<file path="src/rtl/priority_code_decoder_pkg.sv">
// Shared definitions for the priority code decoder: code widths, FSM states, code-to-line mapping.
// Latency: n/a (constants, types and a pure combinational helper).
// Backpressure: n/a.
package priority_code_pkg;

  localparam int CODE_W = 4;
  localparam int LINES  = 8;

  localparam logic [CODE_W-1:0] CODE_NONE = 4'd0;
  localparam logic [CODE_W-1:0] CODE_MAX  = 4'd8;

  typedef enum logic [1:0] {
    IDLE  = 2'd0,
    PULSE = 2'd1,
    GAP   = 2'd2
  } state_t;

  // Code c in 1..8 selects line c-1; anything else maps to no line.
  function automatic logic [LINES-1:0] code_to_onehot(input logic [CODE_W-1:0] code);
    logic [LINES-1:0] r;
    r = '0;
    if (code != CODE_NONE && code <= CODE_MAX) begin
      r = LINES'(1) << (code - 4'd1);
    end
    return r;
  endfunction

endpackage

</file>
<file path="src/rtl/priority_code_decoder_code_fifo.sv">
// Synchronous FIFO buffering accepted priority codes ahead of the pulse FSM.
// Latency: a pushed entry is visible at dout/empty one cycle after the push edge.
// Backpressure: push ignored while full (even with a same-cycle pop); pop ignored while empty.
// Ports: clk, rst (async, active-high), push/din write side, pop/dout read side (dout is the
//        head entry, valid whenever empty is low), full, empty.
module code_fifo
  import priority_code_pkg::*;
#(
  parameter int DEPTH = 4,
  parameter int WIDTH = CODE_W
) (
  input  logic             clk,
  input  logic             rst,
  input  logic             push,
  input  logic [WIDTH-1:0] din,
  input  logic             pop,
  output logic [WIDTH-1:0] dout,
  output logic             full,
  output logic             empty
);

  localparam int AW = (DEPTH > 1) ? $clog2(DEPTH) : 1;
  localparam logic [AW:0]   FULL_CNT = (AW+1)'(DEPTH);
  localparam logic [AW:0]   CNT_ONE  = (AW+1)'(1);
  localparam logic [AW-1:0] PTR_ONE  = AW'(1);

  logic [WIDTH-1:0] mem [DEPTH];
  logic [AW-1:0]    wr_ptr;
  logic [AW-1:0]    rd_ptr;
  logic [AW:0]      count;
  logic             do_push;
  logic             do_pop;

  assign full    = (count == FULL_CNT);
  assign empty   = (count == '0);
  assign do_push = push && !full;
  assign do_pop  = pop && !empty;
  assign dout    = mem[rd_ptr];

  // Pointers wrap naturally because DEPTH is a power of two.
  always_ff @(posedge clk or posedge rst) begin
    if (rst) begin
      wr_ptr <= '0;
      rd_ptr <= '0;
      count  <= '0;
    end else begin
      if (do_push) wr_ptr <= wr_ptr + PTR_ONE;
      if (do_pop)  rd_ptr <= rd_ptr + PTR_ONE;
      case ({do_push, do_pop})
        2'b10:   count <= count + CNT_ONE;
        2'b01:   count <= count - CNT_ONE;
        default: count <= count;
      endcase
    end
  end

  // Storage needs no reset: entries are only read behind a valid count.
  always_ff @(posedge clk) begin
    if (do_push) mem[wr_ptr] <= din;
  end

endmodule

</file>
<file path="src/rtl/priority_code_decoder.sv">
// Replays buffered 4-bit priority codes as stretched, non-overlapping one-hot pulses.
// Latency: code accepted at edge N into an idle, empty block drives out_onehot from edge N+1.
// Backpressure: code_ready = !fifo_full (low during reset); illegal/zero codes are dropped.
// Ports: clk, rst (async, active-high); code_in/code_valid/code_ready input handshake;
//        out_onehot (registered pulse), out_active (pulse in progress), busy, err.
// Build option: PRIORITY_DECODE_STICKY_ERR_EN makes err hold until reset instead of pulsing.
module priority_code_decoder
  import priority_code_pkg::*;
#(
  parameter int PULSE_LEN  = 4,
  parameter int GAP_LEN    = 1,
  parameter int FIFO_DEPTH = 4
) (
  input  logic              clk,
  input  logic              rst,
  input  logic [CODE_W-1:0] code_in,
  input  logic              code_valid,
  output logic              code_ready,
  output logic [LINES-1:0]  out_onehot,
  output logic              out_active,
  output logic              busy,
  output logic              err
);

  state_t            state;
  state_t            state_nxt;
  logic [7:0]        cnt;
  logic [7:0]        cnt_nxt;
  logic [LINES-1:0]  onehot_nxt;
  logic [CODE_W-1:0] head_code;
  logic              fifo_full;
  logic              fifo_empty;
  logic              accept;
  logic              push;
  logic              pop;
  logic              illegal;

  assign code_ready = !rst && !fifo_full;
  assign accept     = code_valid && code_ready;
  assign push       = accept && (code_in != CODE_NONE) && (code_in <= CODE_MAX);
  assign illegal    = accept && (code_in > CODE_MAX);
  assign pop        = (state == IDLE) && !fifo_empty;

  assign out_active = (state == PULSE);
  assign busy       = (state != IDLE) || !fifo_empty;

  code_fifo #(
    .DEPTH (FIFO_DEPTH),
    .WIDTH (CODE_W)
  ) u_fifo (
    .clk   (clk),
    .rst   (rst),
    .push  (push),
    .din   (code_in),
    .pop   (pop),
    .dout  (head_code),
    .full  (fifo_full),
    .empty (fifo_empty)
  );

  always_ff @(posedge clk or posedge rst) begin
    if (rst) begin
      state      <= IDLE;
      cnt        <= '0;
      out_onehot <= '0;
    end else begin
      state      <= state_nxt;
      cnt        <= cnt_nxt;
      out_onehot <= onehot_nxt;
    end
  end

  // cnt counts down the remaining cycles of the current PULSE or GAP phase.
  always_comb begin
    state_nxt  = state;
    cnt_nxt    = cnt;
    onehot_nxt = out_onehot;
    case (state)
      IDLE: begin
        onehot_nxt = '0;
        if (!fifo_empty) begin
          onehot_nxt = code_to_onehot(head_code);
          cnt_nxt    = 8'(PULSE_LEN - 1);
          state_nxt  = PULSE;
        end
      end
      PULSE: begin
        if (cnt == 8'd0) begin
          onehot_nxt = '0;
          if (GAP_LEN > 0) begin
            cnt_nxt   = 8'(GAP_LEN - 1);
            state_nxt = GAP;
          end else begin
            state_nxt = IDLE;
          end
        end else begin
          cnt_nxt = cnt - 8'd1;
        end
      end
      GAP: begin
        onehot_nxt = '0;
        if (cnt == 8'd0) begin
          state_nxt = IDLE;
        end else begin
          cnt_nxt = cnt - 8'd1;
        end
      end
      default: begin
        onehot_nxt = '0;
        cnt_nxt    = '0;
        state_nxt  = IDLE;
      end
    endcase
  end

  always_ff @(posedge clk or posedge rst) begin
    if (rst) begin
      err <= 1'b0;
    end else begin
`ifdef PRIORITY_DECODE_STICKY_ERR_EN
      err <= err | illegal;
`else
      err <= illegal;
`endif
    end
  end

endmodule

</file>
<file path="config.mk">
export PLATFORM = sky130hd
export DESIGN_NAME = priority_code_decoder
export DESIGN_NICKNAME = d
export VERILOG_FILES = /design/src/rtl/priority_code_decoder_pkg.sv /design/src/rtl/priority_code_decoder_code_fifo.sv /design/src/rtl/priority_code_decoder.sv
export SDC_FILE = /design/constraint.sdc
export NUM_CORES = 1
export LEC_CHECK = 0
export CORE_UTILIZATION = 40
export CTS_BUF_LIST = sky130_fd_sc_hd__clkbuf_2 sky130_fd_sc_hd__clkbuf_4 sky130_fd_sc_hd__clkbuf_8
export CTS_CLUSTER_SIZE = 40
export DETAILED_ROUTE_END_ITERATION = 16
export DONT_BUFFER_PORTS = 1
export PLACE_DENSITY = 0.56
export SYNTH_ARGS = -nofsm -noshare
export SYNTH_HDL_FRONTEND = slang
export SYNTH_SLANG_ARGS = --single-unit
export TNS_END_PERCENT = 30
</file>
<file path="constraint.sdc">
create_clock -name clk -period 4.1 [get_ports clk]
set_clock_uncertainty 0.2 [all_clocks]
set_input_delay 0.205 -clock clk [delete_from_list [all_inputs] [get_ports clk]]
set_output_delay 0.205 -clock clk [all_outputs]
set_load 0.02 [all_outputs]
</file>
=== Word level (Yosys, flattened, before mapping) ===
Memories as Yosys holds them, arrays and structs flattened.
Index checks and enable logic that the tools add are counted.

* Register bits after elaboration: 26
* Latch bits: 0
* Bits in writable memories: 16
* ROM bits: 0
* Bits of input ports: 7
* Output and inout bits: 12
* Word-level logic and storage cells: 64
* Memories kept: 1

* $add $sub $neg: 6
* Multiply operators: 0
* Divide/modulo/power cells: 0
* Order comparisons: 3
* Eq/ne operators: 9
* Shift-type cells: 1
* Multiplexer cells: 15
* Bitwise operators: 0
* Reduce and logical (&&, ||, !) cells: 22

{| class="wikitable"
|+ Memory list
! name !! words !! bits a word !! read ports !! clocked after Yosys merged registers in !! write ports !! line !! text
|-
| u_fifo.mem || 4 || 4 || 1 || 0 || 1 || priority_code_decoder_code_fifo.sv:27 || <nowiki>logic [WIDTH-1:0] mem [DEPTH];</nowiki>
|}

{| class="wikitable"
|+ Operators by type and width
! operator !! count
|-
| two-way mux 8 bit || 6
|-
| one-hot mux 8 bit (3 select lines) || 1
|-
| one-hot mux 8 bit (2 select lines) || 1
|-
| logical AND 1 bit || 9
|-
| less-or-equal comparator 4 bit (second input constant) || 2
|-
| logical NOT 8 bit || 1
|-
| nonzero test 4 bit || 2
|-
| left shift 1 x 4 -> 8 bit (first input constant) || 1
|-
| subtractor 8 x 1 -> 8 bit (second input constant) || 1
|-
| two-way mux 2 bit || 3
|-
| inequality test 2 bit (second input constant) || 3
|-
| one-hot mux 2 bit (3 select lines) || 1
|-
| one-hot mux 3 bit (2 select lines) || 1
|-
| adder 2 x 1 -> 2 bit (second input constant) || 2
|-
| == test 2 x 1 -> 1 bit (second input constant) || 2
|-
| == test 2 bit (second input constant) || 2
|-
| > comparator 4 bit (second input constant) || 1
|-
| nonzero test 2 bit || 2
|-
| subtractor 4 x 1 -> 4 bit (second input constant) || 1
|-
| adder 3 x 1 -> 3 bit (second input constant) || 1
|-
| == test 3 bit (second input constant) || 1
|-
| logical NOT 1 bit || 3
|-
| logical NOT 3 bit || 1
|-
| AND reduction 3 bit || 1
|-
| other kinds (6) || 7
|}

=== Depth between registers and ports, before layout ===
Gate-level depths: netlist of the first run.

* Depth after elaboration: 9
* Mapped depth: 11
* Mapped depth without buffers: 10

=== By module ===
A second synthesis of the first run with hierarchy kept.

* Cell total of the unflattened synthesis: 162
* Area total of the unflattened synthesis: 2028.2 sq um

{| class="wikitable"
|+ Modules (own cells, without submodules)
! module !! times used !! cells an instance !! area an instance (sq um) !! seq. area each (sq um)
|-
| code_fifo || 1 || 59 || 1021.0 || 655.6
|-
| priority_code_decoder || 1 || 103 || 1007.2 || 475.5
|}

=== Worst setup path before layout of the first run ===
No wires, ideal clock.

* Path kind: reg2reg
* Start: reg u_fifo.count[1]
* End: reg u_fifo.count[2]
* Setup time: 0.125 ns
* Data arrival time: 2.112 ns
* Data required time: 3.775 ns
* Setup slack: 1.663 ns
* Stages on the path, launching flop included: 12
* Path buffers: 1
* Period minus slack after synthesis: 2.437 ns
* Cell sequence: dfrtp_1 > inv_1 > a31oi_1 > and3_1 > clkbuf_1 > inv_1 > ha_1 > inv_1 > fa_1 > xor2_1 > nor2_1 > xor2_1

* Cells in the longest elaborated chain, start to end: 9
* Elaborated cells between the ends (all ways): 17
* Classes of those cells: 2 x add/sub; 3 x eq/ne; 1 x mux; 11 x reduce/logical

{| class="wikitable"
|+ Ends and longest elaborated chain
! item !! line !! text
|-
| start: declaration || priority_code_decoder_code_fifo.sv:30 || <nowiki>logic [AW:0] count;</nowiki>
|-
| start signal: assignment || priority_code_decoder_code_fifo.sv:50 || <nowiki>2'b10: count <= count + CNT_ONE;</nowiki>
|-
| start signal: assignment || priority_code_decoder_code_fifo.sv:51 || <nowiki>2'b01: count <= count - CNT_ONE;</nowiki>
|-
| start signal: assignment || priority_code_decoder_code_fifo.sv:52 || <nowiki>default: count <= count;</nowiki>
|-
| == test 3 bit (*) || priority_code_decoder_code_fifo.sv:34 || <nowiki>assign full = (count == FULL_CNT);</nowiki>
|-
| logical NOT 1 bit (*) || priority_code_decoder.sv:38 || <nowiki>assign code_ready = !rst && !fifo_full;</nowiki>
|-
| logical AND 1 bit (*) || priority_code_decoder.sv:38 ||
|-
| net code_ready || priority_code_decoder.sv:18 || <nowiki>output logic code_ready,</nowiki>
|-
| logical AND 1 bit (*) || priority_code_decoder.sv:39 || <nowiki>assign accept = code_valid && code_ready;</nowiki>
|-
| logical AND 1 bit (*) (2 in a row) || priority_code_decoder.sv:40 || <nowiki>assign push = accept && (code_in != CODE_NONE) && (code_in <= CODE_MAX);</nowiki>
|-
| logical AND 1 bit (*) || priority_code_decoder_code_fifo.sv:36 || <nowiki>assign do_push = push && !full;</nowiki>
|-
| == test 2 x 1 -> 1 bit / == test 2 bit (equally long branches) || priority_code_decoder_code_fifo.sv:49 || <nowiki>case ({do_push, do_pop})</nowiki>
|-
| one-hot mux 3 bit (2 select lines) / nonzero test 2 bit (equally long branches) || -- ||
|}

The timed path passes the listed nets; every way through them passes the cells marked *.
A chain may end at the register's enable or synchronous reset.

=== Worst setup path after layout of the first run ===
Same ends and word-level chain as after synthesis.

==> impl_results.md, run 1 <==
* Vias in the first global route at 1,292
* Flop2flop setup slack at roughly 1500 ps
* GRT Residual Overflow at 0
* Final hold slack at around 40 ps
* First-pass GRT wire length at 6.07 mm
* Port buffer count at 0
* Die ar. at about 5500 um^2
* Vias per cell at between 5 and 6
* TritonCTS clock tree: yes
* TritonCTS sink count at between 40 and 50
* Clk slew on worst S/H paths at approximately 80 ps
* Layout net count at 188
* Reg2reg path depth at 10
* GPL Wtd Cong at 0.745
* Inserted Diodes at 0
* # setup viols final at 0
* Hold worst-path end: err
* Hold Crit Class: in2reg
* EDFF count, synth at 16
* Pwr dens at 721 nW/um^2
* Crit Path Max Fanout at 7
* IO Count at 19
* CP arrival at roughly 2600 ps
* Setup repair bufs after CTS at 0
* Netlist cell types at just under 50
* Die Y-Extent at 74.5 um
* Crit start category: flop
* Area Growth Syn to Fin at 10.2%
* Final min period at about 2600 ps
* Mapped cell area at 2100 um^2
* Clock root buffer: clkbuf_8
* Avg WL per Cell at ~15 um
* Fill count at about 470
* Worst slew pin tran at about 1000 ps
* Seq/Total Area, Yosys at 53.9%
* Total global-route track usage at roughly 15%
* Crit path largest cell delay at 520 ps
* Most common cell after layout, fill and taps aside: dfrtp_1
* H-tree levels at 2
* Flops & latches, synth at 42
* Mapped Cells at 166
* Hold Path Depth at 2
* Final worst-path setup slack at between 1000 and 1500 ps
* Outcome: finished, final reports clean
* Row Count at 26
* Delay-heaviest family, CP: compound AO/OA/AOI/OAI gates
* Largest net degree at the start of global routing at 27
* Drt drc at 0
* # resized after CTS at 0
* Starting DRT DRC Count at 56
* Worst slew margin at 33.4%
* Yosys warns at 0
* WS Path Type: reg2reg
* DR vias at between 1,000 and 1,500
* Drt total wl at about 3.6 mm
* Leakage at approximately 0.9 nW
* Share of post-route cells with drive strength above 1 at between 10% and 20%
* Worst skew pair latency at around 290 ps
* Post-synth top flop: dfrtp_1
* Slowest library cell on the worst path: a31oi_1
* Commonest cells after routing, fill and taps aside: dfrtp_1 (26), edfxtp_1 (16), nor2_1 (11), inv_1 (10), nand2_1 (8)
* Chip Width at 74.5 um
* Core Area at between 5000 and 6000 um^2
* Worst hold start: code_in[0]
* Final hold vios at 0
* IR drop worst, VDD at 0.279 mV
* CP endpoint kind: flop
* Initial core utilization at 41.4%
* Max frequency at 0.382 GHz
* Antenna viol nets, final at 0
* RR Endpoint: u_fifo.count[2]
* Bufs and invs on worst path at 3
* DP HPWL at around 2.7 mm
* Max-slew violation count at 0
* Data required, critical path at between 4000 and 5000 ps
* Worst flop-to-flop path startpoint: u_fifo.count[1]
* RSZ-0062 raised after global routing: no
* FFs w/ async S/R, synth at about three fifths
* Final setup TNS at 0 ps
* Avg Cell Area, Syn at 12.6 um^2
* CP Cell Sequence: inv_1 -> a31oi_1 -> and3_1 -> inv_1 -> ha_1 -> inv_1 -> fa_1 -> xor2_1 -> nor2_1 -> xor2_1
* Max-Cap Viols at 0
* Max Buffers Root-to-Sink at 2
* Fin crit share at roughly 64%
* Drt first pass iters at 4
* Syn Nets at 181
* Cell mode on critical path: inv_1
* Initial antenna violation count at 0
* Dpl ws at roughly 1500 ps
* CTS buffer count at 5
## cells in the mapped netlist (4+ instances only)
cell type  instances  area share [%]
xnor2_1            4             1.7
ha_1               7             4.2
edfxtp_1          16              23
nand2_1            8             1.4
and2_1             5             1.5
nor2b_1            4             1.2
o21ai_0            7             1.7
dfrtp_1           26              31
a21oi_1            6             1.4
inv_1             10             1.8
a22o_1             7             2.9
nor2_1            11             2.0
## area by class of cell
type                            count  area (um^2)  share of cell area [%]
Sequential cell                    42         1130                    48.9
Timing Repair Buffer                6         60.1                    2.60
Clock buffer                        6         76.3                    3.30
Multi-Input combinational cell    108          887                    38.3
Inverter                           10         37.5                    1.62
Clock inverter                      2         33.8                    1.46
Tap cell                           70         87.6                    3.79
## timing repair
action                     CTS  global route
setup endpoints to repair    0             0
hold buffers                 6             0
hold endpoints to repair    43             0
## logic make-up after synthesis
kind of cell               share of synthesized area (%)
xor gates and xnor gates                            2.92
buffers and inverters                               3.87
adders and majority gates                           5.60
muxes                                               6.44
and+or+nand+nor                                     15.9
AOI/OAI and AO/OA                                   11.4
DFF                                                 53.9
## how the worst max path moves through the flow
stage,startpoint,endpoint,slack [ps],depth (start not counted)
floorplan,u_fifo.count[1],u_fifo.count[2],1660,11
global placement,u_fifo.count[1],u_fifo.count[1],1600,8
detailed placement,u_fifo.count[1],u_fifo.count[2],1500,10
CTS,u_fifo.count[1],u_fifo.count[2],1470,10
global route,u_fifo.count[1],u_fifo.count[2],1330,10
finish,u_fifo.count[1],u_fifo.count[2],1480,10
## state kept, by name (all words and copies together), names as in the netlist
name and flops:
u_fifo.rd_ptr 2, u_fifo.wr_ptr 2, out_onehot 8, cnt 8, u_fifo.count 3, u_fifo.mem 16, err 1, state 2
## layer usage
| metal | up-vias | wire length (um) | part of all wire (%) | global-route usage (%) |
|---|---|---|---|---|
| li1 | 615 | - | - | - |
| met1 | 635 | 1690 | 47 | 19.4 |
| met2 | 20 | 1750 | 48 | 23.2 |
| met3 | 2 | 157 | 4.3 | 5.42 |
| met4 | 0 | 18 | 0.50 | 4.40 |
| met5 | - | 0 | 0 | 0 |
## per-stage QoR
stage          area [um^2]  util (%)  power [mW]  std cells
4_1_cts               2310      45.6        1.69        244
2_1_floorplan         2100         -        1.25        166
6_report              2310      45.6        1.67        244
3_3_place_gp          2140      42.2        1.33        230
5_1_grt               2310      45.6        1.81        244
3_5_place_dp          2140      42.2        1.36        230
## power by group
part / internal (mW) / leakage [nW] / switching [mW]
sequential: 0.546 / 0.477 / 0.161
combinational: 0.284 / 0.384 / 0.356
clock: 0.186 / 0.0563 / 0.135
Power figures use the tool's default switching activity.
==> run 2, diff against run 1 <==
- ABC_AREA: not set -> 1
- clock period: 4.1 -> 2.51 ns (I/O delays scaled with it)
==> run 2 against run 1 <==
- combinational power grew 100%
- cell area is 4.8% higher
- global-route usage grew 0.35 points
- power up 74%
- worst hold slack improved by 7.0 ps
- sequential cell count is the same
- clock power increased by 47%
- sequential share of layout area is 2.2 points lower
==> impl_results.md, run 2 <==
* RSZ-0062 raised after global routing: no
* # setup viols final at 0 (unchanged)
* Row Count at 26 (unchanged)
* WS Path Type: in2reg
* Final hold vios at 0 (unchanged)
* Starting DRT DRC Count at 80 (+43%)
* Fin util at 46.9% (+1.3 points)
* Mapped Cells at 246 (+48%)
* Area share of the largest cell type after synthesis at 29.8% (-1.2 points)
* Post-synth top flop: dfrtp_1
* Flop2flop setup slack at 300 ps (-1180 ps)
* Data required, critical path at 2530 ps (-1540 ps)
* Leakage at 1.15 nW (+25%)
* Initial core utilization at 42.3% (+0.89 points)
* Max-Cap Viols at 0 (unchanged)
* Netlist cell types at 29 (-41%)
* Vias per cell at 4.49 (-14%)
* Drt first pass iters at 4 (unchanged)
* Vias in the first global route at 1,532 (+19%)
* Die Y-Extent at 75.9 um (+2.0%)
* Outcome: finished, final reports clean
* TritonCTS clock tree: yes
* Drt total wl at 3.89 mm (+7.5%)
* Fin crit share at 90.6%
* Area Growth Syn to Fin at 10.9%
* Core Area at 5170 um^2 (+1.9%)
* Clock root buffer: clkbuf_8
* CP endpoint kind: flop
* FFs w/ async S/R, synth at 61.9% (unchanged)
* Hold Crit Class: in2reg
* Seq/Total Area, Yosys at 51.7% (-2.1 points)
* Largest Register: u_fifo.mem
* Setup repair bufs after CTS at 0 (unchanged)
* IO Count at 19 (unchanged)
* Max-slew violation count at 0 (unchanged)
* H-tree levels at 2 (unchanged)
* CP arrival at 2300 ps (-290 ps)
* Commonest cells after routing, fill and taps aside: nand2_1 (74), dfrtp_1 (26), nand3_1 (25), inv_1 (23), nor2_1 (19)
* Antenna viol nets, final at 0 (unchanged)
* Yosys warns at 0 (unchanged)
* Share of post-route cells with drive strength above 1 at 15.8% (+3.7 points)
* EDFF count, synth at 16 (unchanged)
* Flops & latches, synth at 42 (unchanged)
* Max FFs per register at 16 (unchanged)
* Largest net degree at the start of global routing at 27 (unchanged)
* # resized after CTS at 0 (unchanged)
* Worst skew pair latency at 300 ps (about the same)
* Crit start category: primary input
* Worst slew pin tran at 515 ps (-483 ps)
* First-pass GRT wire length at 7.02 mm (+16%)
* Chip Width at 75.9 um (+2.0%)
* DR vias at 1,483 (+17%)
* Max Buffers Root-to-Sink at 2 (unchanged)
* Post-synth top cells: nand2_1 (74), dfrtp_1 (26), nand3_1 (25)
* Die ar. at 5760 um^2 (+4.0%)
* PnR Total Power at 2.90 mW (+74%)
* Most numerous cell in the Yosys netlist: nand2_1
* Avg WL per Cell at 11.8 um (-21%)
* DP HPWL at 2.85 mm (+7.4%)
* Avg Cell Area, Syn at 8.89 um^2 (-30%)
* Layout net count at 274 (+46%)
* Cell accounting for the most synthesized area: dfrtp_1
* GRT Residual Overflow at 0 (unchanged)
* Pwr dens at 1190 nW/um^2 (+66%)
* Crit Path Max Fanout at 5 (-2)
* Max frequency at about 0.44 GHz
* Final setup TNS at 0 ps (unchanged)
* Inserted Diodes at 0 (unchanged)
* Worst slew margin at 65.5% (+32 points)
* Total global-route track usage at 15.2% (+0.35 points)
* Port buffer count at 0 (unchanged)
* Fill count at 504 (+6.3%)
* CTS buffer count at 5 (unchanged)
* Clk slew on worst S/H paths at 90 ps (about the same)
* Syn Nets at 261 (+44%)
* Synth area leaders: dfrtp_1 (30%), edfxtp_1 (22%), nand2_1 (13%)
* GPL Wtd Cong at 0.739 (-0.81%)
* IR drop worst, VDD at 0.430 mV (+54%)
* TritonCTS sink count at 42 (unchanged)
* Top Registers: u_fifo.mem x16, cnt x8, out_onehot x8
* Drt drc at 0 (unchanged)
* Mapped cell area at 2190 um^2 (+4.1%)
* Most common cell after layout, fill and taps aside: nand2_1
* Initial antenna violation count at 0 (unchanged)
* Final min period at around 2300 ps
* CTS Hold Buffers Added at 6 (unchanged)
run 2: changes by cell type after synthesis, sizes merged, moves of 4 or more:
| cell | previous run | this run |
|---|---|---|
| a22o | 7 | 0 |
| and2 | 5 | 0 |
| inv | 10 | 35 |
| mux4 | 4 | 0 |
| nand2 | 8 | 79 |
| nand3 | 1 | 27 |
| nor2 | 12 | 28 |
| nor2b | 4 | 0 |
| nor3 | 5 | 1 |
run 2: critical path, cell delays in order:
cell,delay [ps]
dlygate4sd3_1,610
inv_1,90
nand2_1,40
o21ai_0,230
nand2_1,110
nor2_2,170
inv_2,80
ha_1,180
inv_1,90
fa_1,410
o21ai_0,140
run 2: power breakdown:
| part | switching (mW) | internal [mW] | total [mW] |
|---|---|---|---|
| clock network | 0.265 | 0.207 | 0.472 |
| registers | 0.251 | 0.898 | 1.15 |
| logic | 0.830 | 0.447 | 1.28 |
run 2: metal layers:
metal	up-vias	global-route usage, %	part of all wire [%]
met5	-	0	0
met4	0	6.73	1.8
met2	21	23.5	44
met1	644	20.0	51
li1	810	-	-
met3	8	4.22	3.4
run 2: worst paths after layout:
| kind | endpoint | start | cells past startpoint |
|---|---|---|---|
| setup / recovery | u_fifo.count[1] | code_in[1] | 11 |
| hold / removal | u_fifo.wr_ptr[0] | code_in[3] | 5 |
| setup reg to reg | u_fifo.count[2] | u_fifo.count[1] | 11 |
| hold reg to reg | cnt[0] | cnt[0] | 2 |
| max in group asynchronous | out_onehot[3] | rst | 3 |
| min in group asynchronous | err | rst | 3 |
run 2: final cells by class:
cell class              count  area, um^2  share of cell area, %
clock buffers               5        68.8                   2.84
clock inverters             3        26.3                   1.08
inverters                  36         138                   5.68
multi-input cells         166         898                   37.0
flip-flops and latches     42        1130                   46.6
well taps                  70        87.6                   3.61
repair buffers              8        75.1                   3.10
run 2: logic make-up after synthesis:
| logic type | share of synthesized area [%] |
|---|---|
| fa+ha+maj | 4.92 |
| flops | 51.7 |
| buf+inv | 7.16 |
| simple gates | 29.8 |
| xor+xnor | 2.00 |
| compound gates | 4.35 |
run 2: per-stage QoR:
stage	hold WS (ps)	setup WS, ps	cells	instance area (um^2)
2_1_floorplan	-25.9	272	246	2190
3_3_place_gp	-69.1	346	316	2270
3_5_place_dp	-70.3	307	316	2270
4_1_cts	53.9	186	330	2420
5_1_grt	87.3	23.9	330	2420
6_report	46.8	235	330	2420
==> run 3, diff against run 2 <==
- SYNTH_HIERARCHICAL: not set -> 1
==> run 3 against run 2 <==
- cell area grew 3.7%
- die area is 2.4% higher
- routed wire length is 8.8% higher
- utilization increased by 1.1 points
- maximum frequency down 3.6%
- first-iteration DRC count shrank 1.3%
- largest cell class unchanged
- sequential power decreased by 5%
- area after synthesis increased by 2.5%
==> impl_results.md, run 3 <==
* EDFF count, synth at 16 (unchanged)
* Core Area at 5240 um^2 (+1.3%)
* Top Registers: u_fifo/mem x16, cnt x8, out_onehot x8
* Vias per cell at 4.75 (+5.6%)
* IR drop worst, VDD at 0.566 mV (+32%)
* Hold Crit Class: in2reg
* Max FFs per register at 16 (unchanged)
* GRT Residual Overflow at 0 (unchanged)
* Met1 Use GR at 20.1% (+0.15 points)
* PnR Total Power at 2.95 mW (+1.7%)
* Syn Nets at 271 (+3.8%)
* Initial antenna violation count at 0 (unchanged)
* # setup viols final at 0 (unchanged)
* Worst flop-to-flop path startpoint: u_fifo/count[2]
* CP endpoint kind: flop
* Reg2reg path depth at 10 (-1)
* Initial core utilization at 42.8% (+0.50 points)
* Final worst-path setup slack at 149 ps (-85.7 ps)
* DR vias at 1,623 (+9.4%)
* Layout net count at 285 (+4.0%)
* Dpl cell area at 2330 um^2 (+2.7%)
* Final setup TNS at 0 ps (unchanged)
* CP Cell Sequence: nand3_4 -> inv_1 -> nor2_2 -> nand2_2 -> nor3b_4 -> nand2_4 -> ha_1 -> inv_1 -> fa_1 -> o21ai_0
* Worst slew pin tran at 788 ps (+273 ps)
* Share of post-route cells with drive strength above 1 at 15.1% (-0.70 points)
* Most common cell after layout, fill and taps aside: nand2_1
* Commonest cells after routing, fill and taps aside: nand2_1 (74), inv_1 (39), dfrtp_1 (26), nor2_1 (18), nand3_1 (17)
* TritonCTS sink count at 42 (unchanged)
* GR Util met3 at 3.21% (-1.0 points)
* Netlist cell types at 28 (-3.4%)
* Leakage at 1.24 nW (+8.5%)
* Data required, critical path at 2520 ps (about the same)
* Clock root buffer: clkbuf_8
* Antenna viol nets, final at 0 (unchanged)
* Crit Path Max Fanout at 7 (+2)
* Drt first pass iters at 5 (+1)
* CTS buffer count at 5 (unchanged)
* Avg Cell Area, Syn at 8.71 um^2 (-1.9%)
* Hold Path Depth at 4 (-1)
* Logic pwr share at 48.4% (+4.3 points)
* Area Growth Syn to Fin at 12.3%
* Fill count at 512 (+1.6%)
* Chip Width at 76.8 um (+1.2%)
* Bufs and invs on worst path at 2 (-2)
* Max frequency at 0.424 GHz (-3.6%)
* Post-synth top flop: dfrtp_1
* CP arrival at 2370 ps (+70 ps)
* Row Count at 26 (unchanged)
* Starting DRT DRC Count at 79 (-1.3%)
* Sw Ratio at 47.5% (+1.0 points)
* Met2 Track Usage GR at 25.9% (+2.4 points)
* Crit path largest cell delay at 430 ps (-180 ps)
* RR Endpoint: u_fifo/count[1]
* WS Path Type: reg2reg
* Most Crowded Layer GR: met2
* Largest Register: u_fifo/mem
* First-pass GRT wire length at 7.13 mm (+1.6%)
* Outcome: finished, final reports clean
* Avg WL per Cell at 12.4 um (+4.9%)
* Final min period at 2360 ps (+85.7 ps)
* Post-Synth Adder-Cell Area at 4.25% (-0.68 points)
* Die ar. at 5900 um^2 (+2.4%)
* IO Count at 19 (unchanged)
* CP startpoint: u_fifo/count[2]
* Max-Cap Viols at 0 (unchanged)
* Mux share of post-synthesis cell area at 0% (unchanged)
* DP HPWL at 3.10 mm (+8.7%)
* Pint at 1.55 mW (-0.25%)
* Inserted Diodes at 0 (unchanged)
* Area share of the largest cell type after synthesis at 29.1% (-0.72 points)
* Register area at 1130 um^2 (unchanged)
* Clock power frac at 14.5% (-1.8 points)
* Setup repair bufs after CTS at 0 (unchanged)
* Cell accounting for the most synthesized area: dfrtp_1
* Fin area at 2510 um^2 (+3.7%)
* Post-synthesis compound-gate area fraction at 5.36% (+1.0 points)
* Mapped Cells at 257 (+4.5%)
* H-tree levels at 2 (unchanged)
* Largest net degree at the start of global routing at 20 (-26%)
* Seq/Total Area, Yosys at 50.5% (-1.2 points)
* Synth Area in XOR/XNOR at 1.56% (-0.44 points)
* Final hold slack at 3.03 ps (-43.7 ps)
* Fin crit share at 94.1% (+3.4 points)
* Yosys warns at 6 (+6)
* Sequential share of power at 37.1% (-2.6 points)
* Mapped cell area at 2240 um^2 (+2.5%)
* Multi-input logic area at 941 um^2 (+4.7%)
* Simple-gate share of the synthesized area at 29.4% (-0.38 points)
* Slowest library cell on the worst path: dfrtp_1
* Worst skew pair latency at 290 ps (about the same)
* Synth area leaders: dfrtp_1 (29%), edfxtp_1 (21%), nand2_1 (13%)
* Crit start category: flop
* Drt drc at 0 (unchanged)
* Max Buffers Root-to-Sink at 2 (unchanged)
* Clk slew on worst S/H paths at 80 ps (about the same)
* Port buffer count at 0 (unchanged)
* Drt total wl at 4.23 mm (+8.8%)
* P_sw at 1.40 mW (+4.0%)
* Largest family of logic cells by synthesized area: simple AND/OR/NAND/NOR gates
* Pwr dens at 1170 nW/um^2 (-1.9%)
* Flop2flop setup slack at 150 ps (-150 ps)
* TritonCTS clock tree: yes
* Delay-heaviest family, CP: simple AND/OR/NAND/NOR gates
* Cell mode on critical path: inv_1
* Final hold vios at 0 (unchanged)
* Crit path to: u_fifo/count[1]
* Worst slew margin at 47.4% (-18 points)
* CP Depth at 10 (-1)
* Most numerous cell in the Yosys netlist: nand2_1
* Die Y-Extent at 76.8 um (+1.2%)
* FFs w/ async S/R, synth at 61.9% (unchanged)
* Dpl ws at 88.3 ps (-219 ps)
* GPL Wtd Cong at 0.746 (+0.87%)
* Vias in the first global route at 1,522 (-0.65%)
* Post-synth top cells: nand2_1 (75), inv_1 (41), dfrtp_1 (26)
* Total global-route track usage at 15.6% (+0.36 points)
* Flops & latches, synth at 42 (unchanged)
* Max-slew violation count at 0 (unchanged)
==> run 3: kinds of logic after synthesis <==
family / Yosys count
flops: 42
compound gates: 18
simple gates: 135
xor+xnor: 4
buf+inv: 51
fa+ha+maj: 7
==> run 3: cell type report <==
class | instances | area share (%)
clock buffers | 5 | 2.74
clock inverters | 3 | 0.647
inverters | 50 | 7.46
multi-input cells | 164 | 37.4
flip-flops and latches | 42 | 45.0
well taps | 70 | 3.48
repair buffers | 8 | 3.28
==> run 3: power by group through the flow <==
| stage | registers, mW | logic [mW] | clock network [mW] |
|---|---|---|---|
| finish | 1.09 | 1.43 | 0.426 |
| floorplan | 1.07 | 1.16 | 0 |
| CTS | 1.09 | 1.43 | 0.437 |
| detailed placement | 1.10 | 1.40 | 0 |
| global route | 1.12 | 1.64 | 0.470 |
| global placement | 1.10 | 1.38 | 0 |
==> run 3: stage by stage <==
stage	cells	utilization (%)
5_1_grt	342	48.0
3_5_place_dp	327	44.5
2_1_floorplan	257	-
3_3_place_gp	327	44.5
6_report	342	48.0
4_1_cts	342	47.5
==> run 3: worst min-delay path by stage <==
stage | from | endpoint | slack, ps
detailed placement | rst | u_fifo/wr_ptr[0] | -220
CTS | code_in[3] | u_fifo/wr_ptr[1] | 0.4
global route | code_in[3] | u_fifo/wr_ptr[1] | 20
floorplan | rst | u_fifo/count[0] | -270
global placement | rst | u_fifo/wr_ptr[0] | -230
finish | code_in[3] | u_fifo/wr_ptr[1] | 3
==> run 3: routing by layer <==
layer  up-vias  routed length [um]  part of all wire, %
met5         -                   0                    0
met4         0                  57                  1.3
met3         6                 123                  2.9
met2        23                2040                   48
met1       755                2010                   47
li1        839                   -                    -
==> run 3: timing repair <==
| item | CTS | global route |
|---|---|---|
| endpoints found under the setup margin | 0 | 2 |
| hold endpoints to repair | 45 | 0 |
| gates resized for setup | 0 | 9 |
| hold buffers | 7 | 0 |
==> run 3: worst min-delay path: cells and delay by family <==
family / cells / cell delay, ps
AND/OR/NAND/NOR: 4 / 330
